<file path="src/rtl/sq_gen_if.sv">
// Operand/result bundle for sq_gen: start request and root in, square and status out.
interface sq_gen_if #(
  parameter int W = 8
);
  logic           go;
  logic [W-1:0]   in;
  logic [2*W-1:0] sq;
  logic           over;
  logic           busy;

  modport master (output go, in, input sq, over, busy);
  modport slave  (input go, in, output sq, over, busy);
endinterface

</file>
<file path="src/rtl/sq_gen.sv">
// Multiplier-free squarer: in*in built as the sum of the first `in` odd numbers.
// Optional feature macro SQ_RESTART_EN: a go during accumulation restarts with the new operand.
module sq_gen #(
  parameter int W = 8
) (
  input logic     clk,
  input logic     rst_n,
  sq_gen_if.slave io_bus
);
  localparam int W2 = 2 * W;
  localparam logic [W2-1:0] C_ZERO2    = W2'(0);
  localparam logic [W2-1:0] C_ODD_INIT = W2'(1);
  localparam logic [W2-1:0] C_ODD_STEP = W2'(2);
  localparam logic [W-1:0]  C_ZERO1    = W'(0);
  localparam logic [W-1:0]  C_ONE1     = W'(1);

  typedef enum logic [1:0] {
    ST_IDLE = 2'd0,
    ST_ACC  = 2'd1,
    ST_DONE = 2'd2
  } state_t;

  state_t        r_state;
  logic [W-1:0]  r_cnt;
  logic [W2-1:0] r_sum;
  logic [W2-1:0] r_odd;
  logic [W2-1:0] r_sq;
  logic          r_over;
  logic          r_busy;

  state_t        w_state_nxt;
  logic [W-1:0]  w_cnt_nxt;
  logic [W2-1:0] w_sum_nxt;
  logic [W2-1:0] w_odd_nxt;
  logic [W2-1:0] w_sq_nxt;
  logic          w_over_nxt;
  logic          w_busy_nxt;
  logic          w_load;

  // State register and datapath registers; reset abandons any partial sum.
  always_ff @(posedge clk or negedge rst_n) begin
    if (!rst_n) begin
      r_state <= ST_IDLE;
      r_cnt   <= C_ZERO1;
      r_sum   <= C_ZERO2;
      r_odd   <= C_ODD_INIT;
      r_sq    <= C_ZERO2;
      r_over  <= 1'b0;
      r_busy  <= 1'b0;
    end else begin
      r_state <= w_state_nxt;
      r_cnt   <= w_cnt_nxt;
      r_sum   <= w_sum_nxt;
      r_odd   <= w_odd_nxt;
      r_sq    <= w_sq_nxt;
      r_over  <= w_over_nxt;
      r_busy  <= w_busy_nxt;
    end
  end

  // Next-state and datapath decode; every register holds unless a branch below moves it.
  always_comb begin
    w_state_nxt = r_state;
    w_cnt_nxt   = r_cnt;
    w_sum_nxt   = r_sum;
    w_odd_nxt   = r_odd;
    w_sq_nxt    = r_sq;
    w_over_nxt  = r_over;
    w_busy_nxt  = r_busy;
    w_load      = 1'b0;

    case (r_state)
      ST_IDLE, ST_DONE: w_load = io_bus.go;
`ifdef SQ_RESTART_EN
      ST_ACC:           w_load = io_bus.go;
`else
      ST_ACC:           w_load = 1'b0;
`endif
      default:          w_load = 1'b0;
    endcase

    if (w_load) begin
      w_state_nxt = ST_ACC;
      w_cnt_nxt   = io_bus.in;
      w_sum_nxt   = C_ZERO2;
      w_odd_nxt   = C_ODD_INIT;
      w_over_nxt  = 1'b0;
      w_busy_nxt  = 1'b1;
    end else if (r_state == ST_ACC) begin
      if (r_cnt != C_ZERO1) begin
        w_sum_nxt = r_sum + r_odd;
        w_odd_nxt = r_odd + C_ODD_STEP;
        w_cnt_nxt = r_cnt - C_ONE1;
      end else begin
        w_sq_nxt    = r_sum;
        w_over_nxt  = 1'b1;
        w_busy_nxt  = 1'b0;
        w_state_nxt = ST_DONE;
      end
    end else if ((r_state == ST_IDLE) || (r_state == ST_DONE)) begin
      w_state_nxt = r_state;
    end else begin
      // Unreachable encoding: fall back to a quiet idle.
      w_state_nxt = ST_IDLE;
      w_busy_nxt  = 1'b0;
    end
  end

  assign io_bus.sq   = r_sq;
  assign io_bus.over = r_over;
  assign io_bus.busy = r_busy;

endmodule
</file>
<file path="src/flat_wrapper.sv">
// flat-port wrapper written by rule: the top's interface ports become plain ports
module sq_gen_flat 
#(
  parameter int W = 8
)
  (clk, rst_n, io_bus_go, io_bus_in, io_bus_sq, io_bus_over, io_bus_busy);
  sq_gen_if #(.W(W)) io_bus_i ();
  input logic clk;
  input logic rst_n;
  input wire logic [$bits(io_bus_i.go)-1:0] io_bus_go;
  input wire logic [$bits(io_bus_i.in)-1:0] io_bus_in;
  output wire logic [$bits(io_bus_i.sq)-1:0] io_bus_sq;
  output wire logic [$bits(io_bus_i.over)-1:0] io_bus_over;
  output wire logic [$bits(io_bus_i.busy)-1:0] io_bus_busy;
  assign io_bus_i.go = io_bus_go;
  assign io_bus_i.in = io_bus_in;
  assign io_bus_sq = io_bus_i.sq;
  assign io_bus_over = io_bus_i.over;
  assign io_bus_busy = io_bus_i.busy;
  sq_gen #(.W(W)) u_core (.clk(clk), .rst_n(rst_n), .io_bus(io_bus_i));
endmodule
</file>
<file path="config.mk">
export PLATFORM = sky130hd
export DESIGN_NAME = sq_gen_flat
export DESIGN_NICKNAME = d
export VERILOG_FILES = /design/src/rtl/sq_gen_if.sv /design/src/rtl/sq_gen.sv /design/src/flat_wrapper.sv
export SDC_FILE = /design/constraint.sdc
export NUM_CORES = 1
export LEC_CHECK = 0
export CORE_MARGIN = 8
export CORE_UTILIZATION = 28
export DETAILED_ROUTE_END_ITERATION = 10
export SYNTH_ARGS = -nofsm -noshare
export SYNTH_HDL_FRONTEND = slang
export SYNTH_SLANG_ARGS = --single-unit
</file>
<file path="constraint.sdc">
create_clock -name clk -period 2.7 [get_ports clk]
set_input_delay 0.54 -clock clk [delete_from_list [all_inputs] [get_ports clk]]
set_output_delay 0.54 -clock clk [all_outputs]
set_load 0.005 [all_outputs]
</file>
==> PnR_summary.wiki <==
{| class="wikitable"
! Metric !! Value
|-
| Cell seen most often among critical-path stages || sky130_fd_sc_hd__o21a_1
|-
| Maximum capacitance violations || 0
|-
| Via count of the first global-routing pass || 2,590
|-
| Sequential fraction of the synthesis area || 0.459
|-
| Width of the chip || between 100 and 150 um
|-
| Syn. warnings || 0
|-
| All-Layer GR Usage || 0.105
|-
| Count of routing violations after the opening detailed-route iteration || 114
|-
| FF-to-FF Start || u_core.r_sum[0]
|-
| Final count of negative-setup-slack endpoints || 0
|-
| Clock input transition at the sequential cells of the worst setup and hold paths || roughly 0.050 ns
|-
| Clock tree from TritonCTS || built
|-
| Status || complete, no violations
|-
| Placer's final routability congestion estimate || 0.885
|-
| Worst-skew pair later-pin latency || roughly 0.33 ns
|-
| Sink count of the clock tree || 59
|-
| I/O pin cnt || 29
|-
| Hold Vio Cnt, Final || 0
|-
| Stage delay of the slowest cell on the critical path || between 0.4 and 0.5 ns
|-
| Port Buffers || 28
|-
| Upper clock frequency limit || ~400 MHz
|-
| Worst endpoint data arrival time || 2.74 ns
|-
| Cell count after synthesis || 320
|-
| Count of TritonRoute iterations in the first routing pass || 4
|-
| Highest fanout seen on the critical path || 3
|-
| CP startpoint || u_core.r_sum[0]
|-
| Number of buffers between clock root and the deepest sink || 2
|-
| Endpoint type of the worst setup path || flip-flop
|-
| Maximum vdd ir drop || 0.308 mV
|-
| Maximum number of pins on one net before global-route repair || 34
|-
| Number of filler instances in the final layout || 1,164
|-
| Final-stage net count || just under 400
|-
| Final period utilization || 0.926
|-
| Number of buffers added by the clock tree synthesis step || 9
|-
| Global-route wire length before repair || 12,500 um
|-
| Core Area || 11,300 sq um
|-
| Synthesis-to-finish area growth || 23.3%
|-
| Actual slew at the worst max-slew pin || roughly 0.66 ns
|-
| Worst-path cell chain || ha_1 -> fa_1 -> a21oi_1 -> o21a_1 -> o221ai_1 -> o311a_1 -> o21a_1 -> o31ai_1
|-
| Flip-flop cell with the highest count after synthesis || sky130_fd_sc_hd__dfrtp_1
|-
| Final Routed Wirelength || 7250 um
|-
| Netlist area before placement || between 3000 and 4000 sq um
|-
| Post-layout utilization of the core || 0.350
|-
| Number of max-slew violations in the final report || 0
|-
| Initial antenna violation count || 0
|-
| Setup TNS || 0 ns
|-
| Relative slew slack || 0.559
|-
| Total half-perimeter wirelength after legalization and detailed placement || 5110 um
|-
| Post-CTS setup repair buffer count || 0
|-
| DIE HEIGHT || 123 um
|-
| Count of antenna-violating nets left after detailed routing || 0
|-
| DR DRC count || 0
|-
| Flops & latches, synth || slightly below 60
|-
| Wirelength per Cell || 14.4 um
|-
| Number of synthesized flops with an enable pin || 0
|-
| Clock tree root driver cell || sky130_fd_sc_hd__clkbuf_16
|-
| Post-synth net total || 350
|-
| Post-route setup slack || 0.200 ns
|-
| Final clock skew || 0.00783 ns
|-
| Worst setup slack before clock tree synthesis || 0.217 ns
|-
| Initial Util || 0.284
|-
| Startpoint type of the worst setup path || flip-flop
|-
| R2R cell count || 8
|-
| Number of levels the H-tree was split into || 3
|-
| Inserted Diodes || 0
|-
| P_leak || roughly 1.7 nW
|-
| Via-per-instance ratio || ~4.8
|-
| Total power divided by cell area || 1090 nW/um^2
|-
| Vias || roughly 2,400
|-
| RSZ-0062 raised after global routing || false
|-
| Synth cell types || 46
|-
| Number of core rows || 39
|-
| Slowest cell on the critical path || sky130_fd_sc_hd__fa_1
|-
| Global route overflow || 0
|-
| Worst min-delay path category || in -> async
|-
| Final worst path period need || 2.50 ns
|-
| Total Die Area || 15,200 sq um
|-
| Average cell area after synthesis || ~10 sq um
|-
| Share of final-layout standard cells stronger than drive strength 1 || 0.125
|-
| Overall power || 4.32 mW
|-
| Critical path start-end classification || reg -> reg
|-
| WP data required || about 2.9 ns
|-
| Share of synthesized flip-flops with an asynchronous set or reset || 1.00
|}
[path summary, 6_finish.rpt]
| path | end | slack [ns] |
|---|---|---|
| max | u_core.r_sum[14] | 0.20 |
| min | u_core.r_cnt[2] | 0.24 |
| max reg2reg | u_core.r_sum[14] | 0.20 |
| min reg2reg | u_core.r_odd[0] | 0.50 |
| max in group asynchronous | u_core.r_odd[0] | 1.78 |
| min in group clk | u_core.r_odd[0] | 0.50 |
[cells by family after synthesis]
family | Yosys count | synth area share
AO/OA/AOI/OAI | 74 | 0.148
XOR/XNOR | 26 | 0.0708
adder cells (fa/ha/maj) | 19 | 0.0762
buffers and inverters | 22 | 0.0280
flip-flops | 59 | 0.459
multiplexers | 16 | 0.0560
AND/OR/NAND/NOR | 104 | 0.162
[power breakdown]
part | internal [mW] | leakage [nW] | switching (mW)
sequential | 1.22 | 0.762 | 0.281
clock | 0.667 | 0.137 | 0.381
combinational | 0.852 | 0.837 | 0.920
total | 2.74 | 1.74 | 1.58
[what timing repair did]
item                       4_1_cts  5_1_grt
hold buffers                     0        0
setup endpoints to repair        0        1
resized for setup                0        1
[cells in the final DEF (no fill, tap or decap), types with 3 or more instances in the layout]
cell	n
sky130_fd_sc_hd__o21a_1	3
sky130_fd_sc_hd__nand2_1	30
sky130_fd_sc_hd__ha_1	18
sky130_fd_sc_hd__xor2_1	15
sky130_fd_sc_hd__o221ai_1	3
sky130_fd_sc_hd__nand2b_1	4
sky130_fd_sc_hd__o211ai_1	4
sky130_fd_sc_hd__mux2_2	16
sky130_fd_sc_hd__buf_4	6
sky130_fd_sc_hd__inv_1	11
sky130_fd_sc_hd__nand4_1	4
sky130_fd_sc_hd__a21o_1	5
sky130_fd_sc_hd__o21ai_0	27
sky130_fd_sc_hd__nand3_1	22
sky130_fd_sc_hd__clkbuf_1	3
sky130_fd_sc_hd__nor2_1	25
sky130_fd_sc_hd__a21oi_1	16
sky130_fd_sc_hd__clkbuf_16	9
sky130_fd_sc_hd__nor3_1	4
sky130_fd_sc_hd__dfrtp_1	58
sky130_fd_sc_hd__and3_1	3
sky130_fd_sc_hd__clkdlybuf4s50_1	27
sky130_fd_sc_hd__xnor2_1	11
[cell usage after synthesis (2+ instances only)]
master                      n  area, sq um
sky130_fd_sc_hd__xnor2_1   11         96.3
sky130_fd_sc_hd__o221ai_1   3         26.3
sky130_fd_sc_hd__nand3_1   22          110
sky130_fd_sc_hd__mux2_2    16          180
sky130_fd_sc_hd__ha_1      18          225
sky130_fd_sc_hd__xor2_1    15          131
sky130_fd_sc_hd__o211ai_1   4         30.0
sky130_fd_sc_hd__nor2b_1    2         12.5
sky130_fd_sc_hd__and4_1     2         17.5
sky130_fd_sc_hd__dfrtp_1   58         1450
sky130_fd_sc_hd__clkbuf_1  10         37.5
sky130_fd_sc_hd__nor4_1     2         12.5
sky130_fd_sc_hd__and3_1     3         18.8
sky130_fd_sc_hd__nor2_1    25         93.8
sky130_fd_sc_hd__a211oi_1   2         15.0
sky130_fd_sc_hd__nand2_1   30          113
sky130_fd_sc_hd__inv_1     11         41.3
sky130_fd_sc_hd__o31ai_1    2         15.0
sky130_fd_sc_hd__nand4_1    4         25.0
sky130_fd_sc_hd__a21oi_1   16         80.1
sky130_fd_sc_hd__o21a_1     3         22.5
sky130_fd_sc_hd__a21o_1     5         37.5
sky130_fd_sc_hd__nor3_1     4         20.0
sky130_fd_sc_hd__nand2b_1   4         25.0
sky130_fd_sc_hd__o21ai_0   27          135
[flip-flops by register name (all words and copies together), names as in the netlist]
signal,flops
u_core.r_odd,16
u_core.io_bus.sq,16
u_core.r_state,2
u_core.io_bus.over,1
u_core.r_sum,16
u_core.r_cnt,8
[through the flow]
step	instances	area, sq um	hold WS [ns]
3_5_place_dp	487	3690	0.494
2_1_floorplan	320	3220	0.244
6_report	503	3970	0.238
3_3_place_gp	487	3690	0.486
5_1_grt	503	3970	0.294
4_1_cts	503	3960	0.265
[worst max-delay path: cells and delay by family (launching register included)]
family | cells | cell delay [ns]
AOI/OAI and AO/OA | 6 | 1.35
adders and majority gates | 2 | 0.66
DFF | 1 | 0.39
[layout make-up]
class                   instances  area, sq um  share of cell area
inverters                      11         41.3              0.0104
clock buffers                  14          264              0.0665
multi-input cells             239         1660               0.417
well taps                     143          179              0.0451
clock inverters                 2         10.0             0.00252
repair buffers                 35          340              0.0858
flip-flops and latches         59         1480               0.372
[per-layer routing]
metal | GRT usage | wire length, um | up-vias | part of all wire
li1 | - | - | 1215 | -
met1 | 0.118 | 3220 | 1161 | 0.44
met2 | 0.177 | 3530 | 38 | 0.49
met3 | 0.0338 | 313 | 15 | 0.043
met4 | 0.0549 | 176 | 0 | 0.024
met5 | 0 | 0 | - | 0
Power figures use the tool's default switching activity.
